<file path="src/rtl/pipe_run_ctrl.sv">
// Run controller for a pipelined CPU: IDLE -> FLUSH -> RUN -> DONE with saturating run statistics.
// Optional watchdog enabled by defining PIPE_RUN_TIMEOUT_EN.
module pipe_run_ctrl #(
  parameter int STAGES  = 5,
  parameter int CNT_W   = 32,
  parameter int TIMEOUT = 1000
) (
  input  logic             clk_i,
  input  logic             rst_n_i,
  input  logic             start_i,
  input  logic [2:0]       W_stat_i,
  input  logic [3:0]       W_icode_i,
  input  logic             D_stall_i,
  input  logic             D_bubble_i,
  input  logic             E_bubble_i,
  input  logic             M_bubble_i,
  output logic             run_o,
  output logic             flush_o,
  output logic             done_o,
  output logic [1:0]       state_o,
  output logic [2:0]       final_stat_o,
  output logic [CNT_W-1:0] cycle_cnt_o,
  output logic [CNT_W-1:0] instr_cnt_o,
  output logic [CNT_W-1:0] stall_cnt_o,
  output logic [CNT_W-1:0] bubble_cnt_o
);

  localparam logic [1:0] S_IDLE  = 2'b00;
  localparam logic [1:0] S_FLUSH = 2'b01;
  localparam logic [1:0] S_RUN   = 2'b10;
  localparam logic [1:0] S_DONE  = 2'b11;

  localparam logic [3:0] FLUSH_LAST = 4'(STAGES - 1);

  logic [1:0]       state_q, state_d;
  logic [3:0]       flush_cnt_q, flush_cnt_d;
  logic [2:0]       final_q, final_d;
  logic [CNT_W-1:0] cycle_q, cycle_d;
  logic [CNT_W-1:0] instr_q, instr_d;
  logic [CNT_W-1:0] stall_q, stall_d;
  logic [CNT_W-1:0] bubble_q, bubble_d;

  logic term, retire, any_bubble;

  function automatic logic [CNT_W-1:0] sat_inc(input logic [CNT_W-1:0] v, input logic en);
    if (en && (v != {CNT_W{1'b1}}))
      return v + {{(CNT_W-1){1'b0}}, 1'b1};
    return v;
  endfunction

  assign term       = (W_stat_i == 3'd2) || (W_stat_i == 3'd3) || (W_stat_i == 3'd4);
  assign retire     = ((W_stat_i == 3'd1) && (W_icode_i != 4'h1)) || (W_stat_i == 3'd2);
  assign any_bubble = D_bubble_i || E_bubble_i || M_bubble_i;

`ifdef PIPE_RUN_TIMEOUT_EN
  logic timeout_hit;
  // The watchdog fires on the RUN cycle that brings cycle_cnt_o up to TIMEOUT.
  assign timeout_hit = (64'(cycle_q) == 64'(TIMEOUT - 1));
`endif

  always_comb begin
    state_d     = state_q;
    flush_cnt_d = flush_cnt_q;
    final_d     = final_q;
    cycle_d     = cycle_q;
    instr_d     = instr_q;
    stall_d     = stall_q;
    bubble_d    = bubble_q;
    case (state_q)
      S_IDLE, S_DONE: begin
        if (start_i) begin
          state_d     = S_FLUSH;
          flush_cnt_d = 4'd0;
          final_d     = 3'd0;
          cycle_d     = '0;
          instr_d     = '0;
          stall_d     = '0;
          bubble_d    = '0;
        end
      end
      S_FLUSH: begin
        if (flush_cnt_q == FLUSH_LAST) begin
          state_d     = S_RUN;
          flush_cnt_d = 4'd0;
        end else begin
          flush_cnt_d = flush_cnt_q + 4'd1;
        end
      end
      default: begin
        cycle_d  = sat_inc(cycle_q, 1'b1);
        instr_d  = sat_inc(instr_q, retire);
        stall_d  = sat_inc(stall_q, D_stall_i);
        bubble_d = sat_inc(bubble_q, any_bubble);
        if (term) begin
          state_d = S_DONE;
          final_d = W_stat_i;
        end
`ifdef PIPE_RUN_TIMEOUT_EN
        else if (timeout_hit) begin
          state_d = S_DONE;
          final_d = 3'd5;
        end
`endif
      end
    endcase
  end

  always_ff @(posedge clk_i or negedge rst_n_i) begin
    if (!rst_n_i) begin
      state_q     <= S_IDLE;
      flush_cnt_q <= 4'd0;
      final_q     <= 3'd0;
      cycle_q     <= '0;
      instr_q     <= '0;
      stall_q     <= '0;
      bubble_q    <= '0;
    end else begin
      state_q     <= state_d;
      flush_cnt_q <= flush_cnt_d;
      final_q     <= final_d;
      cycle_q     <= cycle_d;
      instr_q     <= instr_d;
      stall_q     <= stall_d;
      bubble_q    <= bubble_d;
    end
  end

  assign run_o        = (state_q == S_RUN);
  assign flush_o      = (state_q == S_FLUSH);
  assign done_o       = (state_q == S_DONE);
  assign state_o      = state_q;
  assign final_stat_o = final_q;
  assign cycle_cnt_o  = cycle_q;
  assign instr_cnt_o  = instr_q;
  assign stall_cnt_o  = stall_q;
  assign bubble_cnt_o = bubble_q;

endmodule

</file>
<file path="config.mk">
export PLATFORM = sky130hd
export DESIGN_NAME = pipe_run_ctrl
export DESIGN_NICKNAME = d
export VERILOG_FILES = /design/src/rtl/pipe_run_ctrl.sv
export SDC_FILE = /design/constraint.sdc
export NUM_CORES = 1
export LEC_CHECK = 0
export ABC_AREA = 1
export CORE_MARGIN = 2
export CORE_UTILIZATION = 60
export CTS_CLUSTER_DIAMETER = 50
export DETAILED_ROUTE_END_ITERATION = 10
export PLACE_DENSITY = 0.88
export SLEW_MARGIN = 20
export SYNTH_ARGS = -nofsm -noshare
export SYNTH_HDL_FRONTEND = slang
export SYNTH_SLANG_ARGS = --single-unit
</file>
<file path="constraint.sdc">
create_clock -name clk_i -period 5.6 [get_ports clk_i]
set_input_delay 1.12 -clock clk_i [delete_from_list [all_inputs] [get_ports clk_i]]
set_output_delay 1.12 -clock clk_i [all_outputs]
set_load 0.01 [all_outputs]
</file>
==> metrics.md <==
| Metric | Value |
|---|---|
| Max Slew Vio Count | 0 |
| Total net switching power | 1670 uW |
| Combinational share of power | 38.1% |
| Die Area | 17,200 sq um |
| WL final | 27,100 microns |
| Inst Count DP | 1,904 |
| Cell variety after synth | 34 |
| Final Critical Period | 3150 ps |
| Seq pwr share | 29.8% |
| EDFF count, synth | 0 |
| Pre-CTS setup slack | 2230 ps |
| CTS Buf Count | 17 |
| Setup ws final | 2450 ps |
| Most common cell in the synthesized netlist | nand2_1 |
| Synth top area share | 35.4% |
| Storage element area | 3430 sq um |
| Avg Cell Area, Syn | 6.15 sq um |
| Worst slew margin | 28.3% |
| Post-synthesis sequential area ratio | 35.4% |
| Initial antenna violation count | 0 |
| GRT Residual Overflow | 0 |
| Vias in the first global route | 9,258 |
| Final core utilization | 75.1% |
| Post-cts resize count | 0 |
| Root Buffer | clkbuf_16 |
| Initial Util | 61.2% |
| Synth area leader | dfrtp_1 |
| Multi-input gate area | 5590 sq um |
| Leak pwr | 0.00520 uW |
| Buffers from clock root to sink, at most | 2 |
| PortBufs | 149 |
| Max Cap Viol | 0 |
| Crit Path Category | flip-flop to flip-flop |
| Max VDD drop | 0.358 mV |
| Via/cell ratio | 5.34 |
| R2R depth | 11 |
| FMAX | 317 MHz |
| Startpoint types | flip-flop |
| Min-Delay Path Depth | 2 |
| Nets@finish | 1,731 |
| Pin count of the biggest net entering global routing | 108 |
| Drt first pass iters | 5 |
| Post-Syn Instances | 1,573 |
| Sw Ratio | 43.1% |
| Layout cells sized above 1 | 5.17% |
| Post-synthesis net count | 1,597 |
| Non-Filler Instances | 1,936 |
| Synth Cell Area | 9680 sq um |
| # rows | 46 |
| Avg WL per Cell | 14.0 microns |
| H-tree depth | 4 |
| Crit path required time | 5960 ps |
| Post-CTS Setup Inserts | 0 |
| First-pass GRT wire length | 43,400 microns |
| Final HPWL from detailed placement | 18,900 microns |
| Routability Congestion | 0.943 |
| CP Max Fanout | 60 |
| PwrDens | 326 nW/um^2 |
| Synthesized flop and latch total | 137 |
| Worst skew pair latency | 430 ps |
| Initial DRC Count | 869 |
| Total Routing Usage GR | 31.5% |
| Sink Count | 137 |
| CP endpoint kind | flip-flop |
| Antenna Cells | 0 |
| Final Cycle Share | 56.3% |
| Warnings from Yosys | 0 |
| Core area | 15,800 sq um |
| Worst-Margin Slew | 1070 ps |
| Synth cell count leaders | nand2_1, nor2_1, dfrtp_1 |
| Worst hold path type | flip-flop to flip-flop |
| Final Power | 3870 uW |
| DRC | 0 |
| P_int | 2210 uW |
| Arrival time worst endpoint | 3520 ps |
| Post-CTS Hold Fix Bufs | 0 |
| DR vias | 10,337 |
| Asr flop ratio synth | 100% |
| Syn-to-layout area delta | 22.8% |
| Post-detailed-route count of antenna-violating nets | 0 |
| Fin Setup TNS | 0 ps |
| Status | completed |
| Setup-failing EPs final | 0 |
| RSZ-0062 raised after global routing | false |
| Io pins | 150 |
| Clk pin slew, worst setup/hold paths | 60 ps |
| Clk pwr share | 32.1% |
| Fillcell total | 1,284 |
| Primary FF master, synth | dfrtp_1 |
| TritonCTS clock tree | yes |
| Final Hold Fails | 0 |
| Die Span Y | 131 microns |
| Clock skew | 8.59 ps |
| Area contributors post-synth | dfrtp_1, nand2_1, nor2_1 |
| Die span in x | 131 microns |
-- placed cells by master, fill, tap and decap left out, drive strengths merged, types with 10 or more instances in the layout --
master / instances
clkdlybuf4s50: 148
clkbuf: 21
nand2: 726
xor2: 14
ha: 10
nand3: 94
inv: 111
o21ai: 56
a21oi: 20
dfrtp: 137
xnor2: 11
nor2: 304
nand3b: 11
-- layer usage --
layer | GRT usage, % | vias up | part of all wire [%]
li1 | - | 5120 | -
met1 | 40.8 | 4761 | 43
met2 | 54.5 | 397 | 49
met3 | 4.44 | 59 | 6.2
met4 | 10.5 | 0 | 1.9
met5 | 0 | - | 0
-- metrics by stage --
step | hold slack [ps] | cell area (sq um)
after detailed placement | 470 | 11200
after floorplan | 467 | 9680
after global routing | 536 | 11900
after CTS | 485 | 11900
final | 486 | 11900
after global placement | 468 | 11200
-- power by group through the flow --
stage	Clock, uW	Combinational [uW]	Sequential (uW)
final	1240	1480	1150
after global routing	1290	1610	1170
after CTS	1240	1460	1150
after detailed placement	0	1460	1170
after global placement	0	1420	1170
after floorplan	0	1110	1170
-- cell type report --
| class | instances | share of cell area (%) |
|---|---|---|
| multi-input cells | 1286 | 47.0 |
| repair buffers | 155 | 12.9 |
| clock buffers | 21 | 4.04 |
| clock inverters | 11 | 1.40 |
| inverters | 110 | 3.47 |
| well taps | 216 | 2.27 |
| flip-flops and latches | 137 | 28.9 |
-- worst paths after layout --
kind	start	end	slack (ps)
setup reg to reg	state_o[0]	instr_cnt_o[12]	2450
hold reg to reg	final_stat_o[2]	final_stat_o[2]	490
max in group asynchronous	rst_n_i	bubble_cnt_o[2]	3820
min in group asynchronous	rst_n_i	cycle_cnt_o[0]	790
setup / recovery	state_o[0]	instr_cnt_o[12]	2450
hold / removal	final_stat_o[2]	final_stat_o[2]	490
-- worst max-delay path, cell delays in order (launching register included) --
cell and delay (ps):
dfrtp_1 440, inv_1 90, ha_2 260, buf_4 350, inv_2 140, nor2_1 80, nor2_4 800, inv_1 230
a21oi_1 190, buf_4 280, nand2_1 110, nand2_1 80
-- kinds of logic after synthesis --
logic type                 Yosys count  synth area share, %
AOI/OAI and AO/OA                   92                 5.14
xor gates and xnor gates            25                 2.26
adders and majority gates           10                 1.29
buffers and inverters              150                 6.89
DFF                                137                 35.4
and+or+nand+nor                   1159                 49.0
-- state kept, by name, summed over array words and instances, names as in the netlist --
name,flops
state_o,2
stall_cnt_o,32
final_stat_o,3
flush_cnt_q,4
bubble_cnt_o,32
instr_cnt_o,32
cycle_cnt_o,32
No activity file was read; power rests on OpenSTA's default activity.
